File: config.mk
export PLATFORM = sky130hd
export DESIGN_NAME = load_store_unit
export DESIGN_NICKNAME = d
export VERILOG_FILES = /design/src/rtl/lsu_pkg.sv /design/src/rtl/lsu_lane_align.sv /design/src/rtl/load_store_unit.sv
export SDC_FILE = /design/constraint.sdc
export NUM_CORES = 1
export LEC_CHECK = 0
export BUFFER_PORTS_ARGS = -buffer_cell sky130_fd_sc_hd__buf_2
export CAP_MARGIN = 40
export CORE_UTILIZATION = 35
export DETAILED_ROUTE_END_ITERATION = 8
export PLACE_DENSITY = 0.69
export SLEW_MARGIN = 20
export SYNTH_ARGS = -nofsm -noshare
export SYNTH_HDL_FRONTEND = slang
export SYNTH_SLANG_ARGS = --single-unit
File: constraint.sdc
create_clock -name Clk -period 2 [get_ports Clk]
set_input_delay 0.1 -clock Clk [delete_from_list [all_inputs] [get_ports Clk]]
set_output_delay 0.1 -clock Clk [all_outputs]
set_load 0.05 [all_outputs]
File: src/rtl/lsu_pkg.sv
// Shared definitions for the load/store unit.
//   lsu_size_e      : access size encoding carried on req_size
//   lsu_state_e     : control FSM states
//   WORD_ALIGN_MASK : clears the byte-offset bits of an address
//   lane_offset()   : effective byte lane of an access after misalignment clearing
package lsu_pkg;

    typedef enum logic [1:0] {
        SizeByte = 2'b00,
        SizeHalf = 2'b01,
        SizeWord = 2'b10,
        SizeBad  = 2'b11
    } lsu_size_e;

    typedef enum logic [2:0] {
        StIdle,
        StRead,
        StCapture,
        StWrite,
        StResp
    } lsu_state_e;

    localparam logic [31:0] WORD_ALIGN_MASK = 32'hFFFF_FFFC;

    // Halves always start on an even lane, words on lane 0, so any stray low
    // address bits are simply dropped.
    function automatic logic [1:0] lane_offset(input lsu_size_e size, input logic [1:0] addr_lo);
        logic [1:0] off;
        case (size)
            SizeByte: off = addr_lo;
            SizeHalf: off = {addr_lo[1], 1'b0};
            default:  off = 2'b00;
        endcase
        return off;
    endfunction

endpackage

File: src/rtl/lsu_lane_align.sv
// Combinational lane steering for the load/store unit.
//   size_i       : access size (lsu_size_e encoding)
//   addr_lo_i    : byte address bits [1:0]
//   unsigned_i   : 1 = zero-extend loads, 0 = sign-extend
//   rdata_i      : word read from memory
//   wdata_i      : right-justified store data
//   load_data_o  : extracted and extended load result
//   store_data_o : rdata_i with only the addressed lanes replaced by wdata_i
module lsu_lane_align
    import lsu_pkg::*;
(
    input  logic [1:0]  size_i,
    input  logic [1:0]  addr_lo_i,
    input  logic        unsigned_i,
    input  logic [31:0] rdata_i,
    input  logic [31:0] wdata_i,
    output logic [31:0] load_data_o,
    output logic [31:0] store_data_o
);

    logic [1:0]  off;
    logic [4:0]  shamt;
    logic [31:0] shifted;
    logic [31:0] lane_mask;

    always_comb begin
        off     = lane_offset(lsu_size_e'(size_i), addr_lo_i);
        shamt   = {off, 3'b000};
        shifted = rdata_i >> shamt;

        case (lsu_size_e'(size_i))
            SizeByte: begin
                load_data_o = {{24{~unsigned_i & shifted[7]}}, shifted[7:0]};
                lane_mask   = 32'h0000_00FF << shamt;
            end
            SizeHalf: begin
                load_data_o = {{16{~unsigned_i & shifted[15]}}, shifted[15:0]};
                lane_mask   = 32'h0000_FFFF << shamt;
            end
            default: begin
                load_data_o = rdata_i;
                lane_mask   = 32'hFFFF_FFFF;
            end
        endcase

        store_data_o = (rdata_i & ~lane_mask) | ((wdata_i << shamt) & lane_mask);
    end

endmodule

File: src/rtl/load_store_unit.sv
// Load/store unit: turns single CPU byte/half/word requests into word-wide
// memory accesses. Sub-word stores are done as read-modify-write.
// Optional build macro: LSU_MISALIGN_TRAP_EN -- misaligned halves/words
// complete with resp_err instead of being silently aligned down.
// Ports:
//   Clk, Rst_n                 : clock, asynchronous active-low reset
//   req_valid/req_ready        : request handshake (ready only when idle)
//   req_we, req_size, req_unsigned, req_addr, req_wdata : request fields
//   resp_valid, resp_rdata, resp_err : one-cycle completion
//   mem_raddress, mem_dataout  : memory read port (data one cycle later)
//   mem_waddress, mem_datain, mem_wr : memory write port, full-word strobe
module load_store_unit
    import lsu_pkg::*;
(
    input  logic        Clk,
    input  logic        Rst_n,
    input  logic        req_valid,
    output logic        req_ready,
    input  logic        req_we,
    input  logic [1:0]  req_size,
    input  logic        req_unsigned,
    input  logic [31:0] req_addr,
    input  logic [31:0] req_wdata,
    output logic        resp_valid,
    output logic [31:0] resp_rdata,
    output logic        resp_err,
    output logic [31:0] mem_raddress,
    output logic [31:0] mem_waddress,
    output logic [31:0] mem_datain,
    input  logic [31:0] mem_dataout,
    output logic        mem_wr
);

    lsu_state_e  state_q, state_d;
    logic [31:0] addr_q, addr_d;
    logic [1:0]  size_q, size_d;
    logic        we_q, we_d;
    logic        uns_q, uns_d;
    logic        err_q, err_d;
    // Holds store data, then the merged word (stores) or extended result (loads).
    logic [31:0] data_q, data_d;

    logic        accept;
    logic        req_err;
    logic [31:0] load_word;
    logic [31:0] store_word;

    assign accept = req_valid & req_ready;

`ifdef LSU_MISALIGN_TRAP_EN
    assign req_err = (req_size == SizeBad)
                   | ((req_size == SizeHalf) & req_addr[0])
                   | ((req_size == SizeWord) & (req_addr[1:0] != 2'b00));
`else
    assign req_err = (req_size == SizeBad);
`endif

    lsu_lane_align u_lane_align (
        .size_i      (size_q),
        .addr_lo_i   (addr_q[1:0]),
        .unsigned_i  (uns_q),
        .rdata_i     (mem_dataout),
        .wdata_i     (data_q),
        .load_data_o (load_word),
        .store_data_o(store_word)
    );

    always_comb begin
        state_d = state_q;
        addr_d  = addr_q;
        size_d  = size_q;
        we_d    = we_q;
        uns_d   = uns_q;
        err_d   = err_q;
        data_d  = data_q;

        case (state_q)
            StIdle: begin
                if (accept) begin
                    addr_d = req_addr;
                    size_d = req_size;
                    we_d   = req_we;
                    uns_d  = req_unsigned;
                    err_d  = req_err;
                    data_d = req_wdata;
                    if (req_err) begin
                        state_d = StResp;
                    end else if (req_we && (req_size == SizeWord)) begin
                        state_d = StWrite;
                    end else begin
                        state_d = StRead;
                    end
                end
            end
            StRead:    state_d = StCapture;
            StCapture: begin
                // mem_dataout now holds the word addressed during StRead.
                data_d  = we_q ? store_word : load_word;
                state_d = we_q ? StWrite : StResp;
            end
            StWrite:   state_d = StResp;
            StResp:    state_d = StIdle;
            default:   state_d = StIdle;
        endcase
    end

    always_ff @(posedge Clk or negedge Rst_n) begin
        if (!Rst_n) begin
            state_q <= StIdle;
            addr_q  <= '0;
            size_q  <= '0;
            we_q    <= 1'b0;
            uns_q   <= 1'b0;
            err_q   <= 1'b0;
            data_q  <= '0;
        end else begin
            state_q <= state_d;
            addr_q  <= addr_d;
            size_q  <= size_d;
            we_q    <= we_d;
            uns_q   <= uns_d;
            err_q   <= err_d;
            data_q  <= data_d;
        end
    end

    always_comb begin
        req_ready    = (state_q == StIdle);
        resp_valid   = (state_q == StResp);
        resp_err     = resp_valid & err_q;
        resp_rdata   = (resp_valid & ~we_q & ~err_q) ? data_q : 32'h0;
        mem_raddress = (state_q == StRead) ? (addr_q & WORD_ALIGN_MASK) : 32'h0;
        mem_wr       = (state_q == StWrite);
        mem_waddress = mem_wr ? (addr_q & WORD_ALIGN_MASK) : 32'h0;
        mem_datain   = mem_wr ? data_q : 32'h0;
    end

endmodule

[Word level (Yosys, flattened, before mapping)]
Index checks and enable logic that the tools add are counted.
Widths: inputs -> output; s select.
Cells by class
  reductions and logical operators: 6
  divide/modulo/power cells: 0
  add/sub/neg operators: 0
  mux-type cells: 15
  shifts and indexed selects: 4
  magnitude comparators: 0
  multiply operators: 0
  bitwise gates (word level): 13
  equal/unequal tests: 8
Operator list (count)
  $mux 32: 6
  $pmux 32 s2: 3
  $and 32x32->32: 2
  $not 32->32: 1
  $or 32x32->32: 1
  $shl 16x5->32 const A: 1
  $shl 32x5->32: 1
  $shl 8x5->32 const A: 1
  $shr 32x5->16: 1
  $pmux 3 s4: 1
  $mux 3: 3
  $and 1x1->1: 6
  $eq 3x2->1 const B: 2
  $eq 2x2->1 const B: 2
  $pmux 2 s2: 1
  $reduce_and 2->1: 2
  $eq 3x1->1 const B: 1
  $eq 3x3->1 const B: 1
  $logic_not 3->1: 1
  $not 1->1: 3
  $eq 2x1->1 const B: 1
  $logic_not 2->1: 1
  $mux 2: 1
  $ne 2x1->1 const B: 1
  other kinds (2): 2
Storage, ports and cells
  memory bits (writable): 0
  latch bits: 0
  logic and storage cells: 53
  flip-flop bits (word level): 72
  memories kept: 0
  bits in read-only memories: 0

[Longest topological paths before layout]
Gate-level depths: netlist of run 1.
  depth after elaboration: 9
  mapped depth: 8
  gate-level depth less buffers: 5

[By module]
A second synthesis of run 1 with hierarchy kept.
Unflattened totals
  cells, all modules: 727
  area total of the unflattened synthesis: 6025.8 um^2
Modules (own cells, without submodules)
  load_store_unit: cells each 457, sequential area each 1801.7 um^2, times used 1, area each 4435.5 um^2
  lsu_lane_align: cells each 270, sequential area each 0.0 um^2, times used 1, area each 1590.3 um^2

[Worst setup path before layout of run 1]
No wires, ideal clock.
  path type: register to output
  start point: reg state_q[1]
  end point: out resp_rdata[10]
  slack: -1.015 ns
  required time: 1.900 ns
  arrival: 2.915 ns
  buffers on the path: 2
  stages on the path, launching flop included: 6
  cells stage by stage: dfrtp_1 > buf_2 > nor3b_1 > nor3b_1 > clkbuf_1 > and2_1
On the way
  longest elaborated chain between the ends: 4
Ends and longest elaborated chain
  from (decl): line load_store_unit.sv:34  | lsu_state_e state_q, state_d;
  from (signal assigned): line load_store_unit.sv:109  | state_q <= StIdle;
  from (signal assigned): line load_store_unit.sv:117  | state_q <= state_d;
  $eq 3x3->1: line load_store_unit.sv:129  | resp_valid = (state_q == StResp);
  via resp_valid: line load_store_unit.sv:24  | output logic resp_valid,
  $and 1x1->1 (2 in series): line load_store_unit.sv:131  | resp_rdata = (resp_valid & ~we_q & ~err_q) ? data_q : 32'h0;
  $mux 32: line load_store_unit.sv:131
  to (decl): line load_store_unit.sv:25  | output logic [31:0] resp_rdata,
The timed path passes the listed nets, and every way through them passes these cells.

[Worst setup path after layout of run 1]
  start point: reg state_q[0]
  end point: out resp_rdata[13]
On the way
  longest elaborated chain between the ends: 4
Ends and longest elaborated chain (line)
  $eq 3x3->1: load_store_unit.sv:129
  $and 1x1->1 (2 in series): load_store_unit.sv:131
  $mux 32: load_store_unit.sv:131
No other way between the ends.

==> impl_results.md, run 1 <==
- Diode count: 0
- Setup Viol. Count Final: 0
- Die area: ~16000 um^2
- WHS: between 15 and 20 ps
- CP endpoint kind: output port
- Tcrit/Tclk final: slightly below 100%
- Initial antenna violation count: 2
- FF/Latch Area: 1800 um^2
- Worst Hold Class: input port to register
- Slowest stage cell, crit path: dfrtp_1
- GR Util All Layers: 26.8%
- Tmin final: 1970 ps
- Row cnt: 45
- Status: complete, no violations
- Worst r2r path cells: 6
- Non-Filler Instances: roughly 1100
- Crit-path cells: buf_6, nor3b_4, nor3b_4, buf_6, and2_2, buf_8
- Initial Util: 36.0%
- Crit Reg-Reg Endpoint: addr_q[9]$_DFFE_PN0P_
- Seq cells post-synth: 72
- Initial DRT Pass Iterations: 6
- Crit path DAT: between 1500 and 2000 ps
- Peak supply drop: 985 uV
- DP Area: 7170 um^2
- Cell Area, Synth: 5490 um^2
- Syn avg cell area: 8.90 um^2
- Setup Skew: 5.64 ps
- Fillers: approximately 1400
- GRT overflow: 0
- Layout Nets: 1008
- Area of the multi-input gates: between 3000 and 4000 um^2
- CTS Buffer Depth: 2
- RSZ-0062 raised after global routing: true
- Max incr delay on CP: around 390 ps
- Power Dens Cells: ~1600 nW/um^2
- Yosys top cell by area: dfrtp_1
- Vias post-DR: around 6000
- Post-synth EDFFs: 0
- Post-synth top area share: about a third
- Slew headroom: 63.7%
- H-tree depth: 3
- Post-Place Cells: approximately 1100
- Port bufs: 230
- Drt drc: 0
- Layout cells sized above 1: 44.1%
- FF-to-FF Start: state_q[0]$_DFFE_PN0P_
- Leakage: 4.01 nW
- Antenna viol nets, final: 0
- Vias in the first global route: 5835
- Worst-path clk slew: 60 ps
- Post-layout util: about 55%
- Max-Cap Viols: 0
- R2r setup slk: about 40 ps
- Final Hold Viols: 0
- CTS tree: yes
- Area contributors post-synth: dfrtp_1, and2_1, mux2_2
- Worst-path maximum fanout: 16
- CP Capture Point: resp_rdata[13]
- Final WL: approximately 22 mm
- Core footprint: roughly 15000 um^2
- Crit path launch: state_q[0]$_DFFE_PN0P_
- Fmax: a little over 500 MHz
- Routability cong.: approximately 0.97
- Clock root cell: clkbuf_16
- Worst-Skew Late Latency: approximately 340 ps
- Ports: 235
- Die width: around 130 um
- Vias per inst: around 5.4
- Starting DRT DRC Count: ~370
- Yosys warns: 0
- Worst slew pin tran: about 540 ps
- Pins Over Slew Limit: 0
- Clock sink count: 72
- Crit start category: register
- Async SR Flop Fraction: 100%
- Worst setup path class: register to output port
- Die height: ~130 um
- First-pass GRT wire length: ~33 mm
- Top FF cell, synth: dfrtp_1
- Syn-to-layout area delta: 52.6%
- Final instance area: around 8400 um^2
- TNS Setup: 0 ps
- Cell variety after synth: 53
- WL per Instance: 19.8 um
- CTS Buf Count: 9
- Post-DP HPWL: 15.7 mm
- Synth Instances: between 600 and 700
- Largest net degree at the start of global routing: 47
- Sequential area share after synthesis: 32.8%
- Crit path required time: roughly 1900 ps
[power breakdown]
group          total [mW]  internal (mW)  switching (mW)  leakage, nW
clock                1.96           1.32           0.642        0.179
sequential           2.99           2.22           0.765        0.848
combinational        8.56           3.51            5.05         2.98
total                13.5           7.06            6.46         4.01
[stage by stage]
stage               setup WS (ps)  total power, mW
floorplan                   -49.3             8.34
global placement              125             10.7
detailed placement            105             10.8
CTS                         -11.8             13.2
global route                -59.4             14.2
finish                       32.6             13.5
[cell type report]
type,instances,share of cell area (%)
inverter,13,0.583
clock buffer,12,3.18
clock inverter,4,1.18
sequential,72,21.5
multi-input combinational,477,41.7
tap,211,3.15
timing repair buffer,332,28.7
[worst max-delay path: cells and delay by family (launching register included)]
kind	cells	cell delay, ps
simple gates	3	640
flops	1	390
buf+inv	3	490
[how the worst min path moves through the flow]
stage / startpoint / endpoint / slack [ps] / cells past startpoint
global route: req_addr[12] / addr_q[12]$_DFFE_PN0P_ / 5 / 2
global placement: Rst_n / data_q[14]$_DFFE_PN0P_ / 90 / 1
floorplan: Rst_n / asynchronous set/reset pin / -200 / 0
CTS: req_addr[19] / addr_q[19]$_DFFE_PN0P_ / 6 / 2
finish: req_addr[15] / addr_q[15]$_DFFE_PN0P_ / 20 / 2
detailed placement: Rst_n / data_q[12]$_DFFE_PN0P_ / 100 / 1
[placed cells by master (no fill, tap or decap), drive strengths merged, types with 2 or more instances in the layout]
| cell | synthesis | routed |
|---|---|---|
| buf | 33 | 294 |
| and2 | 126 | 126 |
| dfrtp | 72 | 72 |
| dlygate4sd3 | 0 | 37 |
| nor2b | 36 | 36 |
| mux2 | 36 | 36 |
| mux2i | 29 | 29 |
| a21oi | 27 | 27 |
| nor2 | 25 | 25 |
| o21ai | 21 | 21 |
| nand3 | 18 | 18 |
| nand2 | 18 | 18 |
| a211oi | 16 | 16 |
| nor3b | 15 | 15 |
| inv | 13 | 13 |
| clkbuf | 25 | 13 |
| o211ai | 10 | 10 |
| o22a | 10 | 10 |
| o2bb2ai | 9 | 9 |
| a221oi | 9 | 9 |
| a2bb2oi | 8 | 8 |
| nor3 | 8 | 8 |
| o221ai | 7 | 7 |
| a31oi | 7 | 7 |
| o32a | 6 | 6 |
| a221o | 6 | 6 |
| conb | 1 | 4 |
| bufinv | 0 | 3 |
| or2 | 3 | 3 |
| nand2b | 3 | 3 |
| and3 | 2 | 2 |
| nand3b | 2 | 2 |
| a211o | 2 | 2 |
| o21bai | 2 | 2 |
| a22oi | 2 | 2 |
| o22ai | 2 | 2 |
| and3b | 2 | 2 |
| a41oi | 2 | 2 |
[synth_stat cells (7+ instances only)]
| library cell | instances |
|---|---|
| nor2_1 | 25 |
| nor3b_1 | 14 |
| nor2b_1 | 36 |
| a2bb2oi_1 | 8 |
| mux2_2 | 36 |
| o2bb2ai_1 | 9 |
| a21oi_1 | 26 |
| buf_2 | 19 |
| o221ai_1 | 7 |
| clkbuf_1 | 25 |
| o21ai_0 | 19 |
| o211ai_1 | 10 |
| buf_4 | 7 |
| o22a_1 | 10 |
| inv_1 | 13 |
| mux2i_1 | 29 |
| a221oi_1 | 9 |
| a211oi_1 | 16 |
| nand2_1 | 17 |
| and2_1 | 126 |
| nand3_1 | 18 |
| nor3_1 | 7 |
| dfrtp_1 | 72 |
[cell families after synthesis]
kind of cell / Yosys count / synth area share, %
simple gates: 261 / 28.4
other cells: 1 / 0.0683
compound gates: 147 / 20.1
mux: 65 / 12.7
buf+inv: 71 / 5.90
flops: 72 / 32.8
[per-layer routing]
layer | global-route usage (%) | vias to the layer above | wire, um
met3 | 6.41 | 50 | 1940
met5 | 0 | - | 22
met4 | 10.3 | 4 | 680
met2 | 47.6 | 356 | 11000
li1 | - | 2777 | -
met1 | 31.3 | 2839 | 8650
[repair_timing]
item | in CTS | in global routing
hold buffers | 37 | 0
endpoints found under the hold margin | 66 | 0
gates resized for setup | 72 | 41
setup buffers | 9 | 3
pin swaps | 1 | 5
setup endpoints to repair | 66 | 76
gates cloned | 1 | 2
No activity file was read; power rests on OpenSTA's default activity.
==> run 2, diff against run 1 <==
Settings changed: CORE_UTILIZATION 35 to 44, PLACE_DENSITY 0.69 to 0.83.
==> impl_results.md, run 2 (synthesis results as in run 1) <==
- DP Area: approximately 7100 um^2
- Setup Slack @ Placement: 99.9 ps
- H-tree depth: 3
- Slowest stage cell, crit path: dfrtp_1
- Die area: 12900 um^2
- Tmin final: 2010 ps
- Clock network power share: between 10% and 20%
- Die height: 114 um
- Vias in the first global route: between 5000 and 6000
- WL per Instance: 19.7 um
- Final instance area: around 8000 um^2
- Slew headroom: 51.2%
- Max incr delay on CP: ~400 ps
- Worst Hold Class: input port to register
- Diode count: 0
- Layout cells sized above 1: around 43%
- Worst-path clk slew: ~60 ps
- Pins Over Slew Limit: 0
- Switching share of power: between 40% and 50%
- Worst Hold Launch: req_wdata[0]
- Starting DRT DRC Count: 343
- CTS Buffer Depth: 2
- Crit start category: register
- Core footprint: 12100 um^2
- Non-Filler Instances: between 1000 and 1500
- Clock root cell: clkbuf_16
- CTS Buf Count: 9
- Ports: around 240
- Status: complete, but fails checks
- Clock sink count: 72
- Post-DP HPWL: 14.9 mm
- Post-Place Cells: just over 1000
- Antenna viol nets, final: 0
- FF-to-FF Start: state_q[0]$_DFFE_PN0P_
- GRT overflow: 0
- Peak supply drop: roughly 920 uV
- Cell-internal power: between 6 and 7 mW
- CP endpoint kind: output port
- Largest net degree at the start of global routing: 38
- Commonest cells after routing, fill and taps aside: buf_2, and2_1, dfrtp_1
- Vias per inst: ~5.7
- Most common cell after layout, fill and taps aside: buf_2
- Tcrit/Tclk final: 100%
- Sequential power share: between 20% and 30%
- Crit path DAT: about 1900 ps
- Net Switching: around 6.3 mW
- Final WL: between 20 and 25 mm
- Fmax: around 500 MHz
- Worst slew pin tran: 733 ps
- Crit-path cells: buf_6, nor3b_4, nor3b_4, buf_4, buf_12, and2_2, buf_8
- Initial Util: around 45%
- Drt drc: 0
- Crit path launch: state_q[0]$_DFFE_PN0P_
- RSZ-0062 raised after global routing: true
- CTS tree: yes
- Layout Nets: about 1000
- Power Dens Cells: 1590 nW/um^2
- Fin worst setup slack: -8.30 ps
- WHS: 4.67 ps
- Worst-Skew Late Latency: approximately 340 ps
- Most common cell on crit path: nor3b_4
- Initial antenna violation count: 1
- Setup Viol. Count Final: 6
- Die width: between 100 and 150 um
- Routability cong.: ~0.99
- First-pass GRT wire length: between 30 and 40 mm
- Crit path required time: 1900 ps
- Post-layout util: between 60 and 70%
- Comb power frac: around 64%
- Port bufs: 230
- Initial DRT Pass Iterations: 5
- Worst-path maximum fanout: 16
- Setup Skew: about 11 ps
- Failing checks: setup timing
- Leakage: just under 4 nW
- Syn-to-layout area delta: 47.1%
- Vias post-DR: approximately 6100
- GR Util All Layers: 32.5%
- Row cnt: 40
- Final Hold Viols: 0
- Worst setup path class: register to output port
- Max-Cap Viols: 0
==> run 2: cell types whose count changed in the layout (fill, tap and decap cells not counted), sizes merged <==
cell,delta
clkbuf,+22
inv,+1
clkinv,+1
clkinvlp,+1
bufinv,-2
dlygate4sd3,-6
buf,-37
==> run 2: layout make-up <==
| type | instances | area, um^2 |
|---|---|---|
| clock buffers | 10 | 239 |
| clock inverters | 5 | 56.3 |
| fillers | 996 | 4040 |
| inverters | 13 | 48.8 |
| multi-input cells | 477 | 3470 |
| flip-flops and latches | 72 | 1800 |
| well taps | 168 | 210 |
| repair buffers | 313 | 2250 |
==> run 2: power by group through the flow <==
stage               clock, mW  sequential, mW  combinational [mW]
global route             1.72            3.10                8.66
CTS                      1.65            2.98                7.97
detailed placement          0            3.00                7.62
global placement            0            2.97                7.52
finish                   1.63            3.02                8.17
floorplan                   0            2.65                5.70
==> run 2: what timing repair did <==
action	in CTS	in global routing
resized for setup	69	46
hold endpoints to repair	65	0
gates cloned	1	0
setup buffers	5	1
hold buffers	31	0
endpoints found under the setup margin	94	109
pin swaps	1	2
==> run 2: worst paths after layout <==
kind,endpoint,slack (ps),cells after the start
max,resp_rdata[19],-8,7
min,data_q[0]$_DFFE_PN0P_,5,2
max reg2reg,register,30,7
min reg2reg,register,520,1
max in group asynchronous,state_q[1]$_DFFE_PN0P_,1110,3
min in group asynchronous,asynchronous set/reset pin,290,2
==> run 2: layer usage <==
metal  part of all wire, %  global-route usage (%)  vias to the layer above
met4                   6.0                    20.7                        2
li1                      -                       -                     2735
met5                 0.062                       0                        -
met3                   9.3                    9.03                       78
met1                    36                    36.5                     2838
met2                    48                    54.6                      399
==> run 2: worst max-delay path: cells and delay by family, from the launching register on <==
kind | cells | cell delay, ps
and+or+nand+nor | 3 | 600
buffers and inverters | 4 | 560
DFF | 1 | 400
==> run 2: stage by stage <==
step | power, mW | TNS, ps
final | 12.8 | -21.0
after global routing | 13.5 | -1540
after CTS | 12.6 | 0
after detailed placement | 10.6 | 0
after global placement | 10.5 | 0
after floorplan | 8.34 | -1480
==> run 3, diff against run 2 <==
Settings changed: ABC_AREA from default to 1.
==> impl_results.md, run 3 <==
- Layout Nets: between 1000 and 1500
- Comb power frac: about 66%
- Yosys warns: 0
- Setup Slack @ Placement: about 180 ps
- Crit path required time: roughly 1900 ps
- Synth top cells by count: nor2_1, nand2_1, inv_1
- Cell variety after synth: 33
- Post-synth EDFFs: 0
- Clock sink count: just over 70
- Row cnt: 39
- Post-DP HPWL: between 10 and 15 mm
- Yosys top cell by area: dfrtp_1
- R2r setup slk: 170 ps
- Initial Util: between 40% and 50%
- Fillers: approximately 970
- Power Dens Cells: between 1500 and 2000 nW/um^2
- Initial DRT Pass Iterations: 9
- Antenna viol nets, final: 0
- Crit start category: register
- Cell Area, Synth: around 5300 um^2
- Final Hold Viols: 1
- WHS: -0.582 ps
- Routability cong.: approximately 1
- Async SR Flop Fraction: 100%
- Max-Cap Viols: 0
- Net Switching: 6.81 mW
- Largest net degree at the start of global routing: 78
- Cell-internal power: around 5.5 mW
- GRT overflow: 0
- Diode count: 0
- Leakage: approximately 4 nW
- Slew headroom: between 60% and 70%
- Die width: ~110 um
- Tmin final: between 1500 and 2000 ps
- Syn-to-layout area delta: 47.1%
- RSZ-0062 raised after global routing: true
- CTS Buf Count: 9
- Pins Over Slew Limit: 0
- Worst slew pin tran: between 500 and 600 ps
- Syn avg cell area: approximately 6.3 um^2
- Worst-Skew Late Latency: around 330 ps
- Wl on met1: roughly 7.3 mm
- Drt drc: 17
- Worst-path maximum fanout: 8
- Vias per inst: 5.33
- Die area: ~12000 um^2
- Fin worst setup slack: around 50 ps
- WL per Instance: ~16 um
- Layout cells sized above 1: 36.9%
- Area contributors post-synth: dfrtp_1, nor2_1, nand2_1
- Initial antenna violation count: 0
- GR Util All Layers: 30.9%
- Synth Instances: 839
- Setup Viol. Count Final: 0
- Crit path DAT: 1850 ps
- CTS tree: yes
- Fmax: around 510 MHz
- Tcrit/Tclk final: a little over nine tenths
- Peak supply drop: about 730 uV
- CTS Buffer Depth: 2
- Switching share of power: a little under three fifths
- Post-synth top area share: between 30 and 40%
- Met3 wire length: roughly 1.7 mm
- Starting DRT DRC Count: 543
- Seq cells post-synth: around 70
- Routed length on met2: ~9.5 mm
- Vias in the first global route: 6204
- Sequential area share after synthesis: 34.1%
- Worst Hold Class: input port to register
- Worst-path clk slew: around 60 ps
- Max layer used: met4
- First-pass GRT wire length: 30.4 mm
- Most frequent cell after synthesis: nor2_1
- Setup Skew: between 4 and 5 ps
- Status: complete, but fails checks
- Clock root cell: clkbuf_16
- Sequential power share: 21.0%
- Commonest cells after routing, fill and taps aside: buf_2, nand2_1, nor2_1
- H-tree depth: 3
- Clock network power share: a little over an eighth
- Die height: about 110 um
- Core footprint: roughly 12000 um^2
- Ports: 235
- CP endpoint kind: output port
- Top FF cell, synth: dfrtp_1
- Most common cell after layout, fill and taps aside: buf_2
- Vias post-DR: 6584
- Final WL: between 15 and 20 mm
- Port bufs: 230
- Worst setup path class: register to output port
- Failing checks: DRC, hold timing
==> run 3: cell count changes in the layout (fill, tap and decap cells not counted), moves of 28 or more <==
cell | before | now
inv_1 | 13 | 83
o21ai_1 | 1 | 29
and2_2 | 29 | 0
a21oi_1 | 26 | 54
mux2_2 | 36 | 0
o21ai_0 | 19 | 50
nor2_1 | 25 | 87
nand3_1 | 18 | 67
nor2_2 | 0 | 73
and2_1 | 96 | 0
mux2i_1 | 29 | 0
nand2_1 | 17 | 172
nor2b_1 | 36 | 0
==> run 3: area by class of cell <==
cell class	count	area (um^2)	area share, %
multi-input combinational	617	3170	40.8
sequential	72	1800	23.2
tap	143	179	2.30
clock buffer	12	256	3.30
timing repair buffer	290	1940	25.0
clock inverter	4	51.3	0.660
inverter	97	365	4.70
==> run 3: timing repair <==
item,CTS,global route
gates resized for setup,33,39
setup endpoints to repair,32,82
hold buffers,31,0
buffers inserted,0,1
endpoints found under the hold margin,71,0
cloned,0,2
==> run 3: worst paths after layout <==
path / startpoint / depth (start not counted) / to
min: req_unsigned / 3 / uns_q$_DFFE_PN0P_
min in group asynchronous: Rst_n / 2 / asynchronous set/reset pin
max reg2reg: state_q[2]$_DFFE_PN0P_ / 9 / register
min reg2reg: data_q[7]$_DFFE_PN0P_ / 2 / data_q[7]$_DFFE_PN0P_
max: state_q[0]$_DFFE_PN0P_ / 8 / resp_rdata[17]
max in group asynchronous: Rst_n / 3 / data_q[14]$_DFFE_PN0P_
==> run 3: worst max-delay path, stage by stage, from the launching register on <==
cell	delay, ps
dfrtp_1	380
inv_2	110
nand2_2	90
buf_4	160
nor2_4	120
nand3_4	160
clkbuf_16	230
nor2_2	110
buf_6	170
==> run 3: cell families (layout without fill, tap and decap cells) <==
group	after synthesis	in the layout	synth area share, %
other	1	4	0.0710
AND/OR/NAND/NOR	447	447	35.6
flip-flops	72	72	34.1
AO/OA/AOI/OAI	166	166	17.5
buffers and inverters	153	403	12.7
==> run 3: per-layer routing <==
metal  track usage (%)  vias up
met5                 0        -
met4              18.6        0
met3              5.72       80
met2              53.3      396
met1              35.9     2951
li1                  -     3157
==> run 3: through the flow <==
| step | TNS (ps) | total power, mW | cell area [um^2] | utilization, % | std cells |
|---|---|---|---|---|---|
| after global routing | -139 | 13.2 | 7770 | 67.2 | 1235 |
| final | 0 | 12.3 | 7770 | 67.2 | 1235 |
| after global placement | 0 | 10.1 | 6880 | 59.5 | 1185 |
| after floorplan | -2770 | 8.48 | 5620 | - | 842 |
| after CTS | -4.05 | 12.0 | 7580 | 65.6 | 1232 |
| after detailed placement | 0 | 10.2 | 6880 | 59.5 | 1185 |
==> run 3: power by group through the flow <==
stage                     registers, mW  clock network [mW]  logic (mW)
final                              2.58                1.67        8.05
after detailed placement           2.60                   0        7.63
after global placement             2.57                   0        7.50
after floorplan                    2.48                   0        6.00
after CTS                          2.58                1.69        7.77
after global routing               2.67                1.76        8.76
